<file path="config.mk">
export PLATFORM = sky130hd
export DESIGN_NAME = palette_ram
export DESIGN_NICKNAME = d
export VERILOG_FILES = /design/src/rtl/palette_ram.sv
export SDC_FILE = /design/constraint.sdc
export NUM_CORES = 1
export LEC_CHECK = 0
export ABC_CLOCK_PERIOD_IN_PS = 2120
export CAP_MARGIN = 25
export CORE_MARGIN = 1
export CORE_UTILIZATION = 35
export DETAILED_ROUTE_END_ITERATION = 12
export PLACE_DENSITY = 0.63
export SYNTH_ARGS = -nofsm -noshare
export SYNTH_HDL_FRONTEND = slang
export SYNTH_SLANG_ARGS = --single-unit
export TNS_END_PERCENT = 5
</file>
<file path="constraint.sdc">
create_clock -name clk -period 2.12 [get_ports clk]
set_clock_uncertainty 0.1 [all_clocks]
set_input_delay 0.318 -clock clk [delete_from_list [all_inputs] [get_ports clk]]
set_output_delay 0.318 -clock clk [all_outputs]
set_load 0.02 [all_outputs]
</file>
<file path="src/rtl/palette_ram.sv">
// Writable NES-style palette RAM with self-clearing init sequencer, sprite-transparent mirroring and write-first read bypass.
// Optional grayscale read masking is enabled with the PALETTE_GRAYSCALE_EN macro (adds the gray input).
module palette_ram #(
  parameter int                ADDR_W     = 5,
  parameter int                DATA_W     = 6,
  parameter logic [DATA_W-1:0] INIT_COLOR = 6'h0F,
  parameter int                MIRROR_EN  = 1
) (
  input  logic              clk,
  input  logic              rst_n,
  input  logic              init_req,
  output logic              busy,
  input  logic              wr_en,
  input  logic [ADDR_W-1:0] wr_addr,
  input  logic [DATA_W-1:0] wr_data,
  output logic              wr_ready,
  input  logic [ADDR_W-1:0] rd_addr,
  output logic [DATA_W-1:0] rd_data
`ifdef PALETTE_GRAYSCALE_EN
  ,
  input  logic              gray
`endif
);

  localparam int              DEPTH    = 2 ** ADDR_W;
  localparam logic [ADDR_W:0] CNT_LAST = (ADDR_W + 1)'(DEPTH - 1);
  localparam logic [ADDR_W:0] CNT_ONE  = (ADDR_W + 1)'(1);

  typedef enum logic {S_INIT, S_RUN} state_t;

  state_t            state_reg, state_next;
  logic [ADDR_W:0]   cnt_reg, cnt_next;
  logic [DATA_W-1:0] rd_data_reg;
  logic [DATA_W-1:0] mem [DEPTH];

  logic              mem_we;
  logic [ADDR_W-1:0] mem_waddr;
  logic [DATA_W-1:0] mem_wdata;
  logic [ADDR_W-1:0] wr_map, rd_map;
  logic              wr_hit;
  logic              gray_sel;
  logic [DATA_W-1:0] gray_mask, rd_mask;

  // Upper-half entries with low bits 00 are the transparent sprite slots; they share the background entry.
  function automatic logic [ADDR_W-1:0] map_addr(input logic [ADDR_W-1:0] a);
    map_addr = a;
    if (MIRROR_EN != 0 && a[ADDR_W-1] && a[1:0] == 2'b00)
      map_addr[ADDR_W-1] = 1'b0;
  endfunction

  assign wr_map = map_addr(wr_addr);
  assign rd_map = map_addr(rd_addr);

`ifdef PALETTE_GRAYSCALE_EN
  assign gray_sel = gray;
`else
  assign gray_sel = 1'b0;
`endif

  for (genvar gi = 0; gi < DATA_W; gi++) begin : g_gray_mask
    assign gray_mask[gi] = (gi >= DATA_W - 2);
  end

  assign rd_mask  = gray_sel ? gray_mask : '1;
  assign busy     = (state_reg == S_INIT);
  assign wr_ready = ~busy;
  assign rd_data  = rd_data_reg;
  assign wr_hit   = (state_reg == S_RUN) && wr_en && (wr_map == rd_map);

  always_ff @(posedge clk) begin
    if (!rst_n) begin
      state_reg <= S_INIT;
      cnt_reg   <= '0;
    end else begin
      state_reg <= state_next;
      cnt_reg   <= cnt_next;
    end
  end

  always_comb begin
    state_next = state_reg;
    cnt_next   = cnt_reg;
    mem_we     = 1'b0;
    mem_waddr  = wr_map;
    mem_wdata  = wr_data;
    case (state_reg)
      S_INIT: begin
        mem_we    = 1'b1;
        mem_waddr = cnt_reg[ADDR_W-1:0];
        mem_wdata = INIT_COLOR;
        if (cnt_reg == CNT_LAST) begin
          state_next = S_RUN;
          cnt_next   = '0;
        end else begin
          cnt_next = cnt_reg + CNT_ONE;
        end
      end
      S_RUN: begin
        // A write coinciding with init_req still lands before the clear starts.
        mem_we = wr_en;
        if (init_req) begin
          state_next = S_INIT;
          cnt_next   = '0;
        end
      end
      default: begin
        state_next = S_INIT;
        cnt_next   = '0;
      end
    endcase
  end

  always_ff @(posedge clk) begin
    if (rst_n && mem_we)
      mem[mem_waddr] <= mem_wdata;
  end

  always_ff @(posedge clk) begin
    if (!rst_n)
      rd_data_reg <= INIT_COLOR;
    else if (busy)
      rd_data_reg <= INIT_COLOR;
    else if (wr_hit)
      rd_data_reg <= wr_data & rd_mask;
    else
      rd_data_reg <= mem[rd_map] & rd_mask;
  end

endmodule

</file>
==> impl_metrics.prom, run 1 <==
# TYPE chip_impl_metric gauge
chip_impl_metric{name="worstMarginPinSlew",unit="ps"} 440
chip_impl_metric{name="rr_worst_depth",unit=""} 6
chip_impl_metric{name="clock_path_buffers",unit=""} 2
chip_impl_metric{name="fillCellCount",unit=""} 1916
chip_impl_metric{name="critical_path.max_fanout",unit=""} 33
chip_impl_info{name="reg2reg_to",value="rd_data[4]"} 1
chip_impl_metric{name="antenna_cells",unit=""} 0
chip_impl_metric{name="synth-compound-area-share",unit="%"} 5.64
chip_impl_metric{name="synth.avg_cell_area",unit="um^2"} 16.3
chip_impl_info{name="r2r_start",value="wr_ready"} 1
chip_impl_metric{name="dieWidth",unit="um"} 152
chip_impl_metric{name="pwr_density_cell",unit="mW/mm^2"} 784
chip_impl_info{name="hold_class",value="input pin to flip-flop"} 1
chip_impl_metric{name="port-buffer-count",unit=""} 27
chip_impl_info{name="tritoncts",value="yes"} 1
chip_impl_metric{name="clk_transition_reported_paths",unit="ps"} 70
chip_impl_metric{name="worstPathArrival",unit="ps"} 2260
chip_impl_metric{name="largest_register_ffs",unit=""} 176
chip_impl_metric{name="final-max-slew-violation-count",unit=""} 0
chip_impl_metric{name="timing.final.hold_violations",unit=""} 0
chip_impl_metric{name="flow.area_growth_from_synthesis",unit="%"} 22.7
chip_impl_metric{name="cts_inserted_buffers",unit=""} 17
chip_impl_metric{name="drt_first_pass_iters",unit=""} 4
chip_impl_metric{name="minimum_setup_slack_after_placement",unit="ps"} -326
chip_impl_metric{name="netlist_area",unit="mm^2"} 0.00785
chip_impl_metric{name="placed_cells",unit=""} 838
chip_impl_metric{name="die-height",unit="um"} 152
chip_impl_metric{name="yosys_warnings",unit=""} 0
chip_impl_metric{name="io_pins",unit=""} 28
chip_impl_info{name="layout.cells.most_common_list",value="176 x edfxtp_1, 65 x buf_4, 35 x nor2_1"} 1
chip_impl_metric{name="std_cell_rows",unit=""} 54
chip_impl_metric{name="groute.usage.overall",unit="%"} 16.6
chip_impl_info{name="mostFrequentLayoutCell",value="edfxtp_1"} 1
chip_impl_info{name="dominant_combinational_cell_family_by_area_after_synthesis",value="multiplexers"} 1
chip_impl_metric{name="synth_cells",unit=""} 483
chip_impl_metric{name="leakage",unit="nW"} 3.32
chip_impl_metric{name="core-area",unit="mm^2"} 0.0219
chip_impl_metric{name="clk_latency",unit="ps"} 430
chip_impl_metric{name="layoutNonFillerInstCount",unit=""} 870
chip_impl_info{name="worst_setup_path_start_kind",value="flip-flop"} 1
chip_impl_metric{name="maxSlewHeadroom",unit="%"} 70.5
chip_impl_metric{name="synth.ff_latch_count",unit=""} 189
chip_impl_info{name="timing.critical_path.from",value="wr_ready"} 1
chip_impl_metric{name="reg2reg_setup_slack",unit="ps"} 50
chip_impl_metric{name="yosysSeqAreaShare",unit="%"} 70.6
chip_impl_metric{name="layout.core_utilization",unit="%"} 44.0
chip_impl_info{name="hp-start",value="init_req"} 1
chip_impl_metric{name="async_s_r_ff_share_synth",unit="%"} 0
chip_impl_metric{name="synth_xor_area_share",unit="%"} 0.335
chip_impl_metric{name="finalCritPeriodShare",unit="%"} 97.7
chip_impl_metric{name="final_replace_weighted_congestion",unit=""} 0.957
chip_impl_metric{name="synthesis.nets",unit=""} 504
chip_impl_metric{name="layout_min_cycle_time",unit="ps"} 2070
chip_impl_info{name="critPathCaptureType",value="flip-flop"} 1
chip_impl_metric{name="wire_length_of_the_first_global_routing_pass",unit="mm"} 27.3
chip_impl_metric{name="synth.lib_cells_used.distinct",unit=""} 53
chip_impl_metric{name="post_synth_fa_ha_maj_area_fraction",unit="%"} 0.159
chip_impl_metric{name="via_count_of_the_first_global_routing_pass",unit=""} 4763
chip_impl_metric{name="layout-drive-gt1-share",unit="%"} 27.6
chip_impl_metric{name="max_freq",unit="GHz"} 0.483
chip_impl_metric{name="power.ir.vdd_worst",unit="mV"} 0.651
chip_impl_metric{name="initial_utilization",unit="%"} 35.9
chip_impl_metric{name="postLayoutSetupSlackWorst",unit="ps"} 48.2
chip_impl_info{name="run_status",value="finished, final reports clean"} 1
chip_impl_metric{name="timing.max_cap.violations",unit=""} 0
chip_impl_metric{name="detailroute.via_count",unit=""} 4632
chip_impl_metric{name="clock_sink_count",unit=""} 189
chip_impl_metric{name="setup_viol",unit=""} 0
chip_impl_metric{name="postRouteAntennaNets",unit=""} 0
chip_impl_info{name="worst_hold_path.endpoint",value="wr_ready"} 1
chip_impl_metric{name="postRouteWirelength",unit="mm"} 18.0
chip_impl_metric{name="synthSimpleGateAreaFrac",unit="%"} 8.86
chip_impl_info{name="cts_root_buffer",value="clkbuf_16"} 1
chip_impl_metric{name="htreeDepth",unit=""} 4
chip_impl_metric{name="floorplan.die_area",unit="mm^2"} 0.0230
chip_impl_metric{name="grt_start_max_net_pins",unit=""} 34
chip_impl_metric{name="route.detailed.vias_per_inst",unit=""} 5.32
chip_impl_metric{name="number_of_synthesized_flops_with_an_enable_pin",unit=""} 176
chip_impl_metric{name="remaining_drc_errors",unit=""} 0
chip_impl_metric{name="cts_hold_repair.buffers",unit=""} 0
chip_impl_metric{name="worst_hold_path.num_cells",unit=""} 3
chip_impl_metric{name="grt_antenna_before_repair",unit=""} 0
chip_impl_metric{name="wire_per_inst",unit="um"} 20.7
chip_impl_metric{name="yosys-mux-area-fraction",unit="%"} 12.4
chip_impl_info{name="yosys_most_used_dff",value="edfxtp_1"} 1
chip_impl_metric{name="fin_nets",unit=""} 598
chip_impl_info{name="worst-setup-path-type",value="flip-flop to flip-flop"} 1
chip_impl_metric{name="timing.critical_path.required",unit="ps"} 2300
chip_impl_metric{name="global_route.overflow_total",unit=""} 0
chip_impl_metric{name="place.detailed.hpwl",unit="mm"} 12.2
chip_impl_metric{name="detailedRoute.firstIterationViolations",unit=""} 443
==> cells in the mapped netlist (6+ instances only) <==
| cell | instances | area [um^2] |
|---|---|---|
| a21oi_1 | 11 | 55.1 |
| and3_1 | 7 | 43.8 |
| buf_2 | 11 | 55.1 |
| clkbuf_1 | 6 | 22.5 |
| dfxtp_1 | 13 | 260 |
| edfxtp_1 | 176 | 5290 |
| mux2_2 | 7 | 78.8 |
| mux2i_1 | 13 | 130 |
| mux4_2 | 34 | 766 |
| nand2_1 | 34 | 128 |
| nand2b_1 | 13 | 81.3 |
| nand3_1 | 14 | 70.1 |
| nor2_1 | 43 | 161 |
| nor2b_1 | 9 | 56.3 |
| nor3_1 | 11 | 55.1 |
==> critical path, stage by stage (launching register included) <==
cell,delay [ps]
dfxtp_4,370
buf_12,180
mux2i_1,240
xor2_1,260
and3_1,230
nand2_1,120
a211oi_1,420
==> final cells by class <==
cell class	instances	area (um^2)	share of cell area (%)
flip-flops and latches	189	5550	57.6
clock inverters	13	141	1.47
multi-input cells	264	2250	23.4
inverters	6	22.5	0.234
repair buffers	99	887	9.21
clock buffers	19	433	4.49
well taps	280	350	3.64
==> where the power goes <==
part | switching, mW | total (mW) | internal [mW] | leakage [nW]
combinational | 0.222 | 0.421 | 0.199 | 1.18
clock | 1.34 | 3.08 | 1.74 | 0.276
sequential | 0.0102 | 4.05 | 4.04 | 1.87
==> metal layers <==
layer  GRT usage (%)  wire (um)  up-vias
met1            21.1       7650     2356
li1                -          -     2090
met5               0          0        -
met2            27.2       8710      160
met4            6.29        405        0
met3            4.37       1220       26
==> cell families (layout without fill, tap and decap cells) <==
kind of cell / count (synthesis) / after routing
flip-flops: 189 / 189
AND/OR/NAND/NOR: 146 / 146
AO/OA/AOI/OAI: 60 / 60
multiplexers: 54 / 54
buffers and inverters: 30 / 137
XOR/XNOR: 3 / 3
adder cells (fa/ha/maj): 1 / 1
==> through the flow <==
step	power (mW)	setup TNS, ps	cell area [um^2]	hold slack [ps]
CTS	7.59	0	9600	449
detailed placement	4.54	-4780	9030	520
floorplan	4.35	-3570	7950	358
finish	7.55	0	9640	476
global placement	4.53	-2270	9030	478
global route	7.74	-20.8	9640	458
==> how the worst max path moves through the flow <==
stage / to / slack (ps)
CTS: rd_data[4] / 7
global route: rd_data[4] / -20
global placement: rd_data[4] / -300
floorplan: mem[10][0] / -70
detailed placement: rd_data[4] / -330
finish: rd_data[4] / 50
==> timing repair <==
item | in CTS | in global routing
endpoints found under the setup margin | 1 | 5
pin swaps | 0 | 0
setup buffers | 0 | 0
resized for setup | 1 | 5
Note: power is estimated with default switching activity, not from simulation.
==> inputs of run 2 (changes only) <==
Settings changed: ABC_CLOCK_PERIOD_IN_PS 2120 to 1950, PLACE_DENSITY 0.63 to 0.62.
Clock period 2.12 ns to 1.95 ns, I/O delays scaled along.
==> run 2 against run 1 <==
Effect of this change: fmax is 7.5% higher; power increased by 8.9%; register-to-register slack worse by 20 ps; clock power is 8.4% higher; worst setup slack worse by 25 ps; critical path depth down 1; non-clock buffer count grew 5; via count hardly changed; critical path type unchanged; highest routed layer unchanged.
==> impl_metrics.prom, run 2 (synthesized netlist as in run 1, its figures left out) <==
# TYPE chip_impl_metric gauge
chip_impl_metric{name="max_freq",unit="GHz"} 0.519
chip_impl_metric{name="clock_path_buffers",unit=""} 2
chip_impl_info{name="worst_setup_path_start_kind",value="flip-flop"} 1
chip_impl_metric{name="remaining_drc_errors",unit=""} 0
chip_impl_info{name="hold_class",value="input pin to flip-flop"} 1
chip_impl_metric{name="drt_first_pass_iters",unit=""} 4
chip_impl_info{name="mostFrequentLayoutCell",value="edfxtp_1"} 1
chip_impl_metric{name="std_cell_rows",unit=""} 54
chip_impl_info{name="critPathCaptureType",value="flip-flop"} 1
chip_impl_metric{name="layout.core_utilization",unit="%"} 44.5
chip_impl_metric{name="timing.critical_path.slowest_cell_delay",unit="ps"} 370
chip_impl_metric{name="via_count_of_the_first_global_routing_pass",unit=""} 4711
chip_impl_metric{name="clk_transition_reported_paths",unit="ps"} 70
chip_impl_metric{name="leakage",unit="nW"} 3.37
chip_impl_info{name="rsz_0062_raised_after_global_routing",value="yes"} 1
chip_impl_metric{name="setup_viol",unit=""} 0
chip_impl_metric{name="pwr_density_cell",unit="mW/mm^2"} 844
chip_impl_metric{name="critical_path.max_fanout",unit=""} 5
chip_impl_metric{name="largest_register_ffs",unit=""} 176
chip_impl_metric{name="final-max-slew-violation-count",unit=""} 0
chip_impl_metric{name="route.detailed.vias_per_inst",unit=""} 5.30
chip_impl_metric{name="groute.usage.overall",unit="%"} 16.9
chip_impl_metric{name="htreeDepth",unit=""} 4
chip_impl_metric{name="place.detailed.hpwl",unit="mm"} 12.4
chip_impl_metric{name="initial_utilization",unit="%"} 35.9
chip_impl_metric{name="timing.critical_path.required",unit="ps"} 2000
chip_impl_metric{name="combinationalPowerShare",unit="%"} 5.9
chip_impl_metric{name="final_replace_weighted_congestion",unit=""} 0.915
chip_impl_metric{name="detailroute.via_count",unit=""} 4636
chip_impl_metric{name="fin_nets",unit=""} 603
chip_impl_metric{name="clock_power_share",unit="%"} 40.6
chip_impl_metric{name="power.ir.vdd_worst",unit="mV"} 0.565
chip_impl_metric{name="worst_hold_slack",unit="ps"} 447
chip_impl_metric{name="cts_hold_repair.buffers",unit=""} 0
chip_impl_metric{name="core-area",unit="mm^2"} 0.0219
chip_impl_metric{name="detailedRoute.firstIterationViolations",unit=""} 433
chip_impl_metric{name="die-height",unit="um"} 152
chip_impl_metric{name="floorplan.die_area",unit="mm^2"} 0.0230
chip_impl_metric{name="grt_antenna_before_repair",unit=""} 0
chip_impl_metric{name="postLayoutSetupSlackWorst",unit="ps"} 23.3
chip_impl_metric{name="clk_latency",unit="ps"} 420
chip_impl_metric{name="layout_min_cycle_time",unit="ps"} 1930
chip_impl_metric{name="wire_per_inst",unit="um"} 20.9
chip_impl_metric{name="postRouteWirelength",unit="mm"} 18.2
chip_impl_metric{name="grt_start_max_net_pins",unit=""} 32
chip_impl_metric{name="power.sequential.fraction",unit="%"} 53.5
chip_impl_info{name="crit_chain",value="mux2i_2 -> and3_1 -> nand2_1 -> nor2_1 -> buf_4"} 1
chip_impl_metric{name="dieWidth",unit="um"} 152
chip_impl_metric{name="maxSlewHeadroom",unit="%"} 72.4
chip_impl_metric{name="antenna_cells",unit=""} 0
chip_impl_metric{name="minimum_setup_slack_after_placement",unit="ps"} -448
chip_impl_info{name="worst-setup-path-type",value="flip-flop to flip-flop"} 1
chip_impl_metric{name="postRouteAntennaNets",unit=""} 0
chip_impl_metric{name="port-buffer-count",unit=""} 27
chip_impl_metric{name="worstPathArrival",unit="ps"} 1970
chip_impl_metric{name="fillCellCount",unit=""} 1910
chip_impl_metric{name="worstMarginPinSlew",unit="ps"} 403
chip_impl_info{name="cts_root_buffer",value="clkbuf_16"} 1
chip_impl_metric{name="finalCritPeriodShare",unit="%"} 98.8
chip_impl_metric{name="wire_length_of_the_first_global_routing_pass",unit="mm"} 27.5
chip_impl_metric{name="flow.area_growth_from_synthesis",unit="%"} 24.0
chip_impl_metric{name="power.net_switching",unit="mW"} 1.72
chip_impl_metric{name="global_route.overflow_total",unit=""} 0
chip_impl_metric{name="clock_sink_count",unit=""} 189
chip_impl_info{name="tritoncts",value="yes"} 1
chip_impl_metric{name="io_pins",unit=""} 28
chip_impl_metric{name="cts_inserted_buffers",unit=""} 17
chip_impl_metric{name="swShare",unit="%"} 20.9
chip_impl_metric{name="timing.max_cap.violations",unit=""} 0
chip_impl_info{name="run_status",value="finished, final reports clean"} 1
chip_impl_metric{name="setup_total_negative_slack",unit="ps"} 0
chip_impl_metric{name="timing.final.hold_violations",unit=""} 0
chip_impl_info{name="critical_path.slowest_cell",value="dfxtp_4"} 1
chip_impl_info{name="layout.cells.most_common_list",value="176 x edfxtp_1, 69 x buf_4, 35 x nor2_1"} 1
chip_impl_metric{name="total_internal_power",unit="mW"} 6.50
chip_impl_metric{name="layout-drive-gt1-share",unit="%"} 30.6
-- run 2: cell types whose count changed in the layout (fill, tap and decap cells not counted), sizes merged --
cell	before	now
clkinv	6	7
buf	74	79
clkdlybuf4s50	24	23
clkbuf	19	17
dlygate4sd2	1	0
clkdlybuf4s15	0	2
-- run 2: cell type report --
cell class | instances | area, um^2 | share of cell area (%)
flip-flops and latches | 189 | 5550 | 57.0
inverters | 6 | 22.5 | 0.231
multi-input cells | 264 | 2310 | 23.7
clock buffers | 17 | 425 | 4.37
well taps | 280 | 350 | 3.60
clock inverters | 14 | 144 | 1.48
repair buffers | 104 | 940 | 9.65
-- run 2: metal layers --
layer  vias to the layer above  wire [um]  global-route usage, %
met5                         -          0                      0
met4                         0        361                   5.99
met3                        28       1040                   3.50
li1                       2094          -                      -
met2                       153       8990                   28.2
met1                      2361       7840                   21.8
-- run 2: metrics by stage --
stage               cells  cell area [um^2]  total power, mW
floorplan             483              7950             4.73
global placement      841              9050             4.94
detailed placement    841              9050             4.94
CTS                   872              9660             8.26
global route          874              9740             8.47
finish                874              9740             8.22
-- run 2: repair_timing --
action	in CTS	in global routing
endpoints found under the hold margin	0	0
buffers inserted	0	2
endpoints found under the setup margin	92	77
gates resized for setup	11	15
pin swaps	0	3
gates cloned	0	0
-- run 2: worst paths after layout --
path	slack, ps	startpoint	endpoint	depth (start not counted)
worst max register to register	20	wr_ready	mem[0][3]	5
worst min-delay path	450	wr_data[3]	rd_data[3]	2
worst max-delay path	20	wr_ready	mem[0][3]	5
worst min register to register	500	cnt_reg[5]	cnt_reg[5]	3
-- run 2: critical path: cells and delay by family (launching register included) --
family,cells,cell delay [ps]
buffers and inverters,1,160
muxes,1,370
and+or+nand+nor,3,640
DFF,1,370
-- run 2: power by group through the flow --
stage / Combinational, mW / Clock [mW] / Sequential [mW]
2_1_floorplan: 0.246 / 0 / 4.48
6_report: 0.483 / 3.34 / 4.40
4_1_cts: 0.468 / 3.40 / 4.40
5_1_grt: 0.513 / 3.56 / 4.40
3_5_place_dp: 0.460 / 0 / 4.49
3_3_place_gp: 0.453 / 0 / 4.48
